`src/rtl/alu_pipe.sv`:
```
// alu_pipe: two-stage valid/ready pipelined signed ALU with flags and illegal-op counter
//   clk, rst_n         clock, async active-low reset
//   alu_en             global enable, 0 freezes every stage
//   in_valid/in_ready  upstream handshake for A, B, op
//   out_valid/out_ready downstream handshake for c, zero, neg, err
//   err_cnt            saturating count of accepted illegal opcodes
module alu_pipe #(
    parameter int WIDTH = 5,
    parameter int CNT_W = 8
) (
    input  logic             clk,
    input  logic             rst_n,
    input  logic             alu_en,
    input  logic             in_valid,
    output logic             in_ready,
    input  logic [WIDTH-1:0] A,
    input  logic [WIDTH-1:0] B,
    input  logic [3:0]       op,
    output logic             out_valid,
    input  logic             out_ready,
    output logic [WIDTH:0]   c,
    output logic             zero,
    output logic             neg,
    output logic             err,
    output logic [CNT_W-1:0] err_cnt
);
    logic             s1_valid;
    logic [WIDTH-1:0] a_q, b_q;
    logic [3:0]       op_q;
    logic             s2_adv;
    logic [WIDTH:0]   ax, bx, c_nx;
    assign s2_adv   = !out_valid || out_ready;
    // rst_n term keeps in_ready low while reset is held
    assign in_ready = rst_n && alu_en && (!s1_valid || s2_adv);
    always_comb begin
        ax = {a_q[WIDTH-1], a_q};
        bx = {b_q[WIDTH-1], b_q};
        case (op_q)
            4'd0:    c_nx = ax + bx;
            4'd1:    c_nx = ax - bx;
            4'd2:    c_nx = ax ^ bx;
            4'd3:    c_nx = ax | bx;
            4'd4:    c_nx = ax & bx;
            4'd5:    c_nx = ~(ax & bx);
            4'd6:    c_nx = ~(ax ^ bx);
            4'd7:    c_nx = ax - (WIDTH+1)'(1);
            4'd8:    c_nx = bx + (WIDTH+1)'(2);
            4'd9:    c_nx = ax;
            default: c_nx = '0;
        endcase
    end
    always_ff @(posedge clk or negedge rst_n) begin
        if (!rst_n) begin
            s1_valid  <= 1'b0;
            a_q       <= '0;
            b_q       <= '0;
            op_q      <= '0;
            out_valid <= 1'b0;
            c         <= '0;
            zero      <= 1'b0;
            neg       <= 1'b0;
            err       <= 1'b0;
            err_cnt   <= '0;
        end else if (alu_en) begin
            if (in_ready) begin
                s1_valid <= in_valid;
                a_q      <= A;
                b_q      <= B;
                op_q     <= op;
            end
            if (s2_adv) begin
                out_valid <= s1_valid;
                if (s1_valid) begin
                    c    <= c_nx;
                    zero <= (c_nx == '0);
                    neg  <= c_nx[WIDTH];
                    err  <= (op_q > 4'd9);
                end
            end
            if (in_valid && in_ready && op > 4'd9 && err_cnt != '1)
                err_cnt <= err_cnt + 1'b1;
        end
    end
endmodule

```
`config.mk`:
```
export PLATFORM = sky130hd
export DESIGN_NAME = alu_pipe
export DESIGN_NICKNAME = d
export VERILOG_FILES = /design/src/rtl/alu_pipe.sv
export SDC_FILE = /design/constraint.sdc
export NUM_CORES = 1
export LEC_CHECK = 0
export ABC_AREA = 1
export CAP_MARGIN = 5
export CORE_MARGIN = 10
export CORE_UTILIZATION = 54
export DETAILED_ROUTE_END_ITERATION = 7
export PLACE_DENSITY = 0.82
export SKIP_LAST_GASP = 1
export SYNTH_ARGS = -nofsm -noshare
export SYNTH_HDL_FRONTEND = slang
export SYNTH_SLANG_ARGS = --single-unit
export TNS_END_PERCENT = 1
```
`constraint.sdc`:
```
create_clock -name clk -period 2.8 [get_ports clk]
set_clock_uncertainty 0.15 [all_clocks]
set_input_delay 0.28 -clock clk [delete_from_list [all_inputs] [get_ports clk]]
set_output_delay 0.28 -clock clk [all_outputs]
set_load 0.01 [all_outputs]
```
==> results of run 1 <==
-- routing by layer --
layer / wire length (µm) / vias up / part of all wire / track usage
met3: 476 / 11 / 0.077 / 0.0634
met2: 3030 / 68 / 0.49 / 0.304
li1: - / 1104 / - / -
met1: 2610 / 1002 / 0.42 / 0.204
met4: 100 / 0 / 0.016 / 0.0614
met5: 0 / - / 0 / 0
-- cell families after synthesis --
| family | count (synthesis) | synth area share |
|---|---|---|
| mux | 1 | 0.00485 |
| fa+ha+maj | 20 | 0.111 |
| xor+xnor | 9 | 0.0340 |
| simple gates | 171 | 0.332 |
| buf+inv | 40 | 0.0696 |
| flops | 32 | 0.345 |
| compound gates | 43 | 0.104 |
-- through the flow --
stage | setup TNS (ns) | total power [W] | hold slack [ns] | setup WS [ns] | util
final | 0 | 0.00199 | 0.325 | 0.157 | 0.706
after global routing | -0.00664 | 0.00216 | 0.380 | -0.00664 | 0.706
after detailed placement | 0 | 0.00158 | 0.314 | 0.106 | 0.674
after floorplan | 0 | 0.00123 | -0.166 | 0.452 | -
after CTS | 0 | 0.00196 | 0.331 | 0.0756 | 0.697
after global placement | 0 | 0.00156 | 0.316 | 0.141 | 0.674
-- state kept, by name, summed over array words and instances, names as in the netlist --
signal / flops
a_q: 5
b_q: 5
c: 6
err: 1
err_cnt: 8
op_q: 4
out_valid: 1
s1_valid: 1
zero: 1
-- critical path, delay by kind of cell (launching register included) --
kind                       cells  cell delay (ns)
and+or+nand+nor                9             1.07
DFF                            1             0.44
adders and majority gates      1             0.43
AOI/OAI and AO/OA              2             0.30
buffers and inverters          2             0.16
-- where the power goes --
part	switching, W	internal [W]	total, W
Sequential	0.000102	0.000569	0.000671
Clock	0.000185	0.000200	0.000385
Combinational	0.000511	0.000421	0.000932
Total	0.000798	0.00119	0.00199
-- cells in the mapped netlist (all sizes together) --
cell type  number  share of area
a211oi          1         0.0032
a21boi          1         0.0032
a21oi           5          0.011
a22oi           1         0.0032
a31oi           4          0.011
a32oi           1         0.0038
and3            1         0.0032
buf             2         0.0081
clkbuf          3         0.0049
dfrtp          32           0.35
fa              1         0.0086
ha             19           0.10
inv            35          0.057
mux2            1         0.0049
nand2          92           0.16
nand3          26          0.063
nand3b          5          0.016
nand4           2         0.0054
nor2           41          0.079
nor3            2         0.0043
o211a           1         0.0043
o21ai          29          0.064
or2             2         0.0054
xnor2           6          0.023
xor2            3          0.011
-- layout by cell type, fill, tap and decap left out, types with 4 or more instances in the layout --
cell type / instances
nand2_1: 88
clkdlybuf4s50_1: 37
dfrtp_2: 4
nor2_4: 4
clkbuf_8: 6
ha_1: 19
nand3_1: 22
a21oi_1: 4
nor2_2: 6
dfrtp_1: 28
inv_2: 4
nand3b_1: 5
xnor2_1: 6
o21ai_0: 27
nand3_2: 4
buf_4: 4
nor2_1: 31
inv_1: 30
-- repair_timing --
| action | 4_1_cts | 5_1_grt |
|---|---|---|
| setup buffers | 0 | 0 |
| setup endpoints to repair | 0 | 3 |
| hold buffers | 0 | 0 |
| resized for setup | 0 | 12 |
-- worst max path at each step --
| stage | startpoint | cells after the start | end |
|---|---|---|---|
| floorplan | op_q[3]$_DFFE_PN0P_ | 14 | zero$_DFFE_PN0P_ |
| global placement | op_q[1]$_DFFE_PN0P_ | 16 | zero$_DFFE_PN0P_ |
| detailed placement | op_q[3]$_DFFE_PN0P_ | 14 | zero$_DFFE_PN0P_ |
| CTS | op_q[3]$_DFFE_PN0P_ | 14 | zero$_DFFE_PN0P_ |
| global route | b_q[1]$_DFFE_PN0P_ | 16 | zero$_DFFE_PN0P_ |
| finish | op_q[3]$_DFFE_PN0P_ | 14 | zero$_DFFE_PN0P_ |
-- cell type report --
type | instances | area (µm²)
Multi-Input combinational cell | 244 | 1390
Fill cell | 374 | 1200
Sequential cell | 32 | 806
Timing Repair Buffer | 41 | 400
Inverter | 35 | 134
Clock buffer | 7 | 86.3
Tap cell | 50 | 62.6
Clock inverter | 1 | 7.51
==> impl_metrics.tcl, run 1 <==
set metrics [dict create \
    irDropWorstVdd_mv 0.417 \
    critPathMaxStageDelay_ns 0.44 \
    hp-class "reg -> reg" \
    finalCritPeriodShare 0.944 \
    cp_common_cell "nand2_1" \
    reg2reg_from "op_q[3]$_DFFE_PN0P_" \
    wl_per_cell_um 15.2 \
    grt_max_degree 33 \
    cp-end-kind "flop" \
    avgViaCountPerCell 5.33 \
    grt_pass1_wl_um 10700 \
    post-route-min-period_ns 2.64 \
    clkSinkCount 32 \
    yosysSeqAreaShare 0.345 \
    status "complete, no violations" \
    worstPathRequired_ns 2.88 \
    worst-setup-path-type "reg -> reg" \
    die_w_um 85.5 \
    die-area_um2 7320 \
    p_leak_nw 1.41 \
    drt_drc_violations_left 0 \
    fin_nets 398 \
    maxCapViolCount 0 \
    cts_tree "done" \
    clock_path_buffers 2 \
    routed_wirelength_um 6220 \
    cts_buffers 5 \
    power_density_nw_per_um2 689 \
    yosysUniqueCellTypes 34 \
    drt_iter0_markers 148 \
    synth.cell_area_um2 2320 \
    critPathLaunchType "flop" \
    min_path_cells 2 \
    ioPinCount 38 \
    avgSynthCellArea_um2 7.34 \
    cp_max_fo 5 \
    root_buffer "clkbuf_8" \
    hold_viol_final 0 \
    fin_area_um2 2880 \
    worst_path_max_delay_cell "dfrtp_2" \
    synth-seq-cells 32 \
    gp_congestion 0.953 \
    grt_pass1_vias 2238 \
    grt.overflow.total 0 \
    drv_slew 0 \
    finalNonFillerCells 410 \
    hold_start "zero$_DFFE_PN0P_" \
    r2r_cells 14 \
    cp.arrival_ns 2.72 \
    fmax_ghz 0.378 \
    grt_usage 0.179 \
    place.detailed.hpwl_um 4860 \
    syn-instance-count 316 \
    synthToLayoutAreaGrowth_pct 24.3 \
    clk_latency_ns 0.30 \
    clkSlewWorstSetupHoldPaths_ns 0.07 \
    ant_nets 0 \
    yosys_warnings 0 \
    antenna_found_initial 0 \
    port_buffers 37 \
    reg2reg_to "zero$_DFFE_PN0P_" \
    tightestPinTransition_ns 0.424 \
    slew_headroom 0.716 \
    start_util 0.568 \
    vias 2185 \
    setup_viol 0 \
    worstHoldEndpoint "zero$_DFFE_PN0P_" \
    drt_pass1_iterations 4 \
    drive_above_1_share 0.125 \
    die_h_um 85.5 \
    worstPathCellList "inv_2 > nand2_2 > nor2_1 > nor2_4 > nand2_1 > o21ai_0 > inv_1 > fa_1 > or2_2 > a31oi_2 > nand3_2 > nor2_2 > nand2_1 > nand2_1" \
    coreArea_um2 4090 \
    r2r_slack_ns 0.16 \
    num_rows 23 \
    dpl_cell_area_um2 2750 \
    diodes 0 \
    h-tree-depth 2 \
    synth_fp_nets 355 \
    dp.cells 402 \
]
Power figures use the tool's default switching activity.
==> run 2: changes to the inputs <==
Clock period 2.8 ns to 2.7 ns, I/O delays scaled along.
==> impl_metrics.tcl, run 2 (synthesis gave the netlist of run 1 again) <==
set metrics [dict create \
    critPathMaxStageDelay_ns 0.47 \
    worstPathCellList "inv_4 > nor2_4 > nand2_4 > nand2_1 > ha_1 > inv_1 > fa_2 > or2_2 > a31oi_1 > nand3_1 > nor2_1 > nand2_1 > nand2_1" \
    maxCapViolCount 0 \
    hold_viol_final 0 \
    critPathLaunchType "flop" \
    die-area_um2 7320 \
    die_w_um 85.5 \
    wl_met3_um 375 \
    cp_max_fo 7 \
    post-route-min-period_ns 2.50 \
    wl_per_cell_um 14.8 \
    hold_ws_ns 0.336 \
    largestRegisters "err_cnt: 8 flops, c: 6 flops" \
    clkSlewWorstSetupHoldPaths_ns 0.07 \
    pre_cts_ws_ns 0.0701 \
    cp_common_cell "nand2_1" \
    root_buffer "clkbuf_8" \
    largest_reg_flops 8 \
    layout_setup_ws_ns 0.195 \
    grt_pass1_wl_um 10700 \
    place.detailed.hpwl_um 4880 \
    cts_buffers 5 \
    clock_path_buffers 2 \
    coreArea_um2 4090 \
    synthToLayoutAreaGrowth_pct 26.8 \
    drt_pass1_iterations 4 \
    fmax_ghz 0.399 \
    num_rows 23 \
    highest_layer "met4" \
    clkSinkCount 32 \
    setup_viol 0 \
    avgViaCountPerCell 5.31 \
    grt_usage 0.177 \
    tightestPinTransition_ns 0.424 \
    finalCritPeriodShare 0.928 \
    worst_path_max_delay_cell "dfrtp_2" \
    hp-class "reg -> reg" \
    wl_met2_um 2860 \
    cp.arrival_ns 2.59 \
    cpLargestDelayFamily "simple AND/OR/NAND/NOR gates" \
    drv_slew 0 \
    diodes 0 \
    cp-end-kind "flop" \
    grt_max_degree 33 \
    start_util 0.568 \
    grt_pass1_vias 2257 \
    drt_iter0_markers 127 \
    drt_drc_violations_left 0 \
    clk_latency_ns 0.29 \
    fin_nets 403 \
    ioPinCount 38 \
    cts_tree "done" \
    routed_wirelength_um 6130 \
    worst-setup-path-type "reg -> reg" \
    port_buffers 37 \
    antenna_found_initial 0 \
    mostFrequentLayoutCells "86 x nand2_1, 37 x clkdlybuf4s50_1, 31 x nor2_1" \
    die_h_um 85.5 \
    grt.overflow.total 0 \
    drive_above_1_share 0.140 \
    top_register "err_cnt" \
    gp_congestion 0.957 \
    final_common_cell "nand2_1" \
    n_fill_cell 329 \
    power_density_nw_per_um2 701 \
    status "complete, no violations" \
    p_leak_nw 1.45 \
    h-tree-depth 2 \
    slew_headroom 0.716 \
    irDropWorstVdd_mv 0.381 \
    cp_num_buf_inv 2 \
    wl_met1_um 2690 \
    worstPathRequired_ns 2.78 \
    ant_nets 0 \
    vias 2202 \
]
[run 2: cell count changes in the layout (fill, tap and decap cells not counted), sizes merged]
| cell | change |
|---|---|
| buf | +5 |
[run 2: routing by layer]
metal / vias up / global-route usage
met3: 18 / 0.0587
met2: 60 / 0.278
met5: - / 0
met4: 0 / 0.0778
li1: 1123 / -
met1: 1001 / 0.217
[run 2: stage by stage]
| step | TNS, ns | std cells | power (W) | util | cell area (µm²) |
|---|---|---|---|---|---|
| 2_1_floorplan | 0 | 316 | 0.00128 | - | 2320 |
| 3_3_place_gp | 0 | 404 | 0.00163 | 0.677 | 2770 |
| 3_5_place_dp | 0 | 404 | 0.00164 | 0.677 | 2770 |
| 4_1_cts | 0 | 412 | 0.00204 | 0.700 | 2860 |
| 5_1_grt | -0.00693 | 415 | 0.00225 | 0.720 | 2940 |
| 6_report | 0 | 415 | 0.00206 | 0.720 | 2940 |
[run 2: final timing paths]
path	from	end	slack [ns]	cells after the start
worst min register to register	c[3]$_DFFE_PN0P_	c[3]$_DFFE_PN0P_	0.34	2
min in group asynchronous	rst_n	a_q[4]$_DFFE_PN0P_	0.38	2
worst max-delay path	op_q[2]$_DFFE_PN0P_	zero$_DFFE_PN0P_	0.20	13
worst max register to register	op_q[2]$_DFFE_PN0P_	zero$_DFFE_PN0P_	0.20	13
worst min-delay path	c[3]$_DFFE_PN0P_	c[3]$_DFFE_PN0P_	0.34	2
max in group asynchronous	rst_n	op_q[3]$_DFFE_PN0P_	1.68	2
[run 2: repair_timing]
action | CTS | global route
endpoints found under the setup margin | 0 | 3
hold buffers | 0 | 0
gates resized for setup | 0 | 20
setup buffers | 0 | 3
[run 2: worst reg2reg max path: cells and delay by family, from the launching register on]
family / cells / cell delay, ns
flops: 1 / 0.47
compound gates: 1 / 0.17
simple gates: 8 / 1.04
buf+inv: 2 / 0.13
fa+ha+maj: 2 / 0.48
[run 2: report_power, final]
group | total, W | switching, W | internal (W)
registers | 0.000704 | 0.000113 | 0.000590
clock network | 0.000393 | 0.000186 | 0.000207
logic | 0.000967 | 0.000518 | 0.000449
total | 0.00206 | 0.000818 | 0.00125
[run 2: cell type report]
| cell class | instances | area, µm² | share of cell area |
|---|---|---|---|
| clock inverter | 1 | 7.51 | 0.00255 |
| multi-input combinational | 244 | 1410 | 0.478 |
| sequential | 32 | 806 | 0.274 |
| clock buffer | 7 | 86.3 | 0.0293 |
| inverter | 35 | 136 | 0.0464 |
| tap | 50 | 62.6 | 0.0213 |
| timing repair buffer | 46 | 438 | 0.149 |
==> run 3: changes to the inputs <==
Settings changed: CELL_PAD_IN_SITES_DETAIL_PLACEMENT from default to 1, CELL_PAD_IN_SITES_GLOBAL_PLACEMENT from default to 2, CORE_UTILIZATION 54 to 30, PLACE_DENSITY 0.82 to 0.8.
==> impl_metrics.tcl, run 3 (synthesis gave the netlist of run 1 again) <==
set metrics [dict create \
    status "complete, no violations" \
    tightestPinTransition_ns 0.429 \
    clkSlewWorstSetupHoldPaths_ns 0.08 \
    ctsHoldBuffers 0 \
    cp.arrival_ns 2.63 \
    critPathLaunchType "flop" \
    drt_drc_violations_left 0 \
    worst-setup-path-type "reg -> reg" \
    ioPinCount 38 \
    r2r_cells 15 \
    p_leak_nw 1.47 \
    grt_max_degree 33 \
    hold_start "c[3]$_DFFE_PN0P_" \
    fin_util 0.400 \
    cp_max_fo 5 \
    avgViaCountPerCell 4.77 \
    r2r_slack_ns 0.16 \
    cp-end-kind "flop" \
    clkPwrFrac 0.186 \
    worstPathCellList "nand2_1 > inv_2 > nand2_4 > nand2_1 > ha_1 > inv_1 > fa_2 > a21boi_1 > nor2_1 > nand2_1 > nor2_1 > nand3_1 > nor2_1 > nand2_1 > nand2_1" \
    die_w_um 108 \
    critPathMaxStageDelay_ns 0.47 \
    gp_congestion 0.875 \
    hold_viol_final 0 \
    grt.overflow.total 0 \
    num_rows 32 \
    grt_pass1_vias 2442 \
    fin_nets 410 \
    combPwrFrac 0.481 \
    switchingPower_w 0.000869 \
    largest_reg_flops 8 \
    slew_headroom 0.714 \
    coreArea_um2 7610 \
    start_util 0.305 \
    drt_iter0_markers 33 \
    maxCapViolCount 0 \
    antenna_found_initial 0 \
    port_buffers 37 \
    p_int_w 0.00124 \
    dp.cells 461 \
    clkSinkCount 32 \
    grt_pass1_wl_um 12600 \
    diodes 0 \
    wl_per_cell_um 15.6 \
    power_density_nw_per_um2 692 \
    drv_slew 0 \
    clock_path_buffers 2 \
    cts_tree "done" \
    h-tree-depth 2 \
    worstHoldEndpoint "c[3]$_DFFE_PN0P_" \
    routed_wirelength_um 7380 \
    irDropWorstVdd_mv 0.281 \
    clk_latency_ns 0.29 \
    grt_usage 0.135 \
    setup_viol 0 \
    reg2reg_to "zero$_DFFE_PN0P_" \
    synthToLayoutAreaGrowth_pct 31.2 \
    fmax_ghz 0.393 \
    largestRegisters "err_cnt: 8 flops, c: 6 flops" \
    vias 2261 \
    ant_nets 0 \
    n_fill_cell 960 \
    drt_pass1_iterations 6 \
    hold_ws_ns 0.347 \
    finalNonFillerCells 474 \
    switching_share 0.413 \
    top_register "err_cnt" \
    seq_area_um2 807 \
    cp_common_cell "nand2_1" \
    cts_buffers 5 \
    root_buffer "clkbuf_8" \
    worstPathRequired_ns 2.79 \
    die-area_um2 11700 \
    place.detailed.hpwl_um 5960 \
    drive_above_1_share 0.164 \
    multi_input_area_um2 1390 \
    post-route-min-period_ns 2.54 \
    finalCritPeriodShare 0.942 \
    fin_area_um2 3040 \
    die_h_um 108 \
    mostFrequentLayoutCells "88 x nand2_1, 37 x clkdlybuf4s50_1, 31 x nor2_1" \
    dpl_cell_area_um2 2870 \
    min_path_cells 2 \
    pwr-share-seq 0.333 \
    hp-class "reg -> reg" \
    reg2reg_from "op_q[1]$_DFFE_PN0P_" \
    worst_path_max_delay_cell "dfrtp_2" \
    final_common_cell "nand2_1" \
]
-- run 3: timing repair --
item | CTS | global route
setup buffers | 0 | 5
gates resized for setup | 0 | 19
setup endpoints to repair | 0 | 5
-- run 3: stage by stage --
| stage | power [W] | TNS [ns] | setup slack, ns |
|---|---|---|---|
| 2_1_floorplan | 0.00128 | 0 | 0.352 |
| 3_3_place_gp | 0.00167 | 0 | 0.113 |
| 3_5_place_dp | 0.00169 | 0 | 0.0737 |
| 4_1_cts | 0.00209 | 0 | 0.0288 |
| 5_1_grt | 0.00230 | -0.0235 | -0.0235 |
| 6_report | 0.00210 | 0 | 0.157 |
-- run 3: worst max-delay path by stage --
stage / startpoint / to / cells past startpoint / slack [ns]
3_5_place_dp: op_q[1]$_DFFE_PN0P_ / zero$_DFFE_PN0P_ / 18 / 0.07
2_1_floorplan: op_q[3]$_DFFE_PN0P_ / zero$_DFFE_PN0P_ / 14 / 0.35
4_1_cts: op_q[1]$_DFFE_PN0P_ / zero$_DFFE_PN0P_ / 16 / 0.03
6_report: op_q[1]$_DFFE_PN0P_ / zero$_DFFE_PN0P_ / 15 / 0.16
5_1_grt: op_q[3]$_DFFE_PN0P_ / zero$_DFFE_PN0P_ / 15 / -0.02
3_3_place_gp: op_q[1]$_DFFE_PN0P_ / zero$_DFFE_PN0P_ / 16 / 0.11
-- run 3: layout make-up --
class | count | share of cell area
clock buffer | 5 | 0.0226
clock inverter | 3 | 0.00617
inverter | 35 | 0.0456
multi-input combinational | 244 | 0.457
sequential | 32 | 0.265
tap | 102 | 0.0419
timing repair buffer | 53 | 0.161
-- run 3: critical path, delay by kind of cell (launching register included) --
kind / cells / cell delay (ns)
simple gates: 10 / 0.93
compound gates: 1 / 0.14
buf+inv: 2 / 0.20
flops: 1 / 0.47
fa+ha+maj: 2 / 0.61
-- run 3: routing by layer --
layer / track usage / up-vias / part of all wire
met5: 0 / - / 0
met4: 0.0363 / 0 / 0.013
met3: 0.0375 / 8 / 0.051
met2: 0.229 / 43 / 0.49
met1: 0.164 / 1082 / 0.44
li1: - / 1128 / -
-- run 3: power groups by stage --
stage	Clock (W)	Combinational, W	Sequential (W)
after detailed placement	0	0.000984	0.000707
final	0.000392	0.00101	0.000701
after CTS	0.000400	0.000993	0.000699
after global placement	0	0.000972	0.000703
after global routing	0.000423	0.00116	0.000725
after floorplan	0	0.000558	0.000719
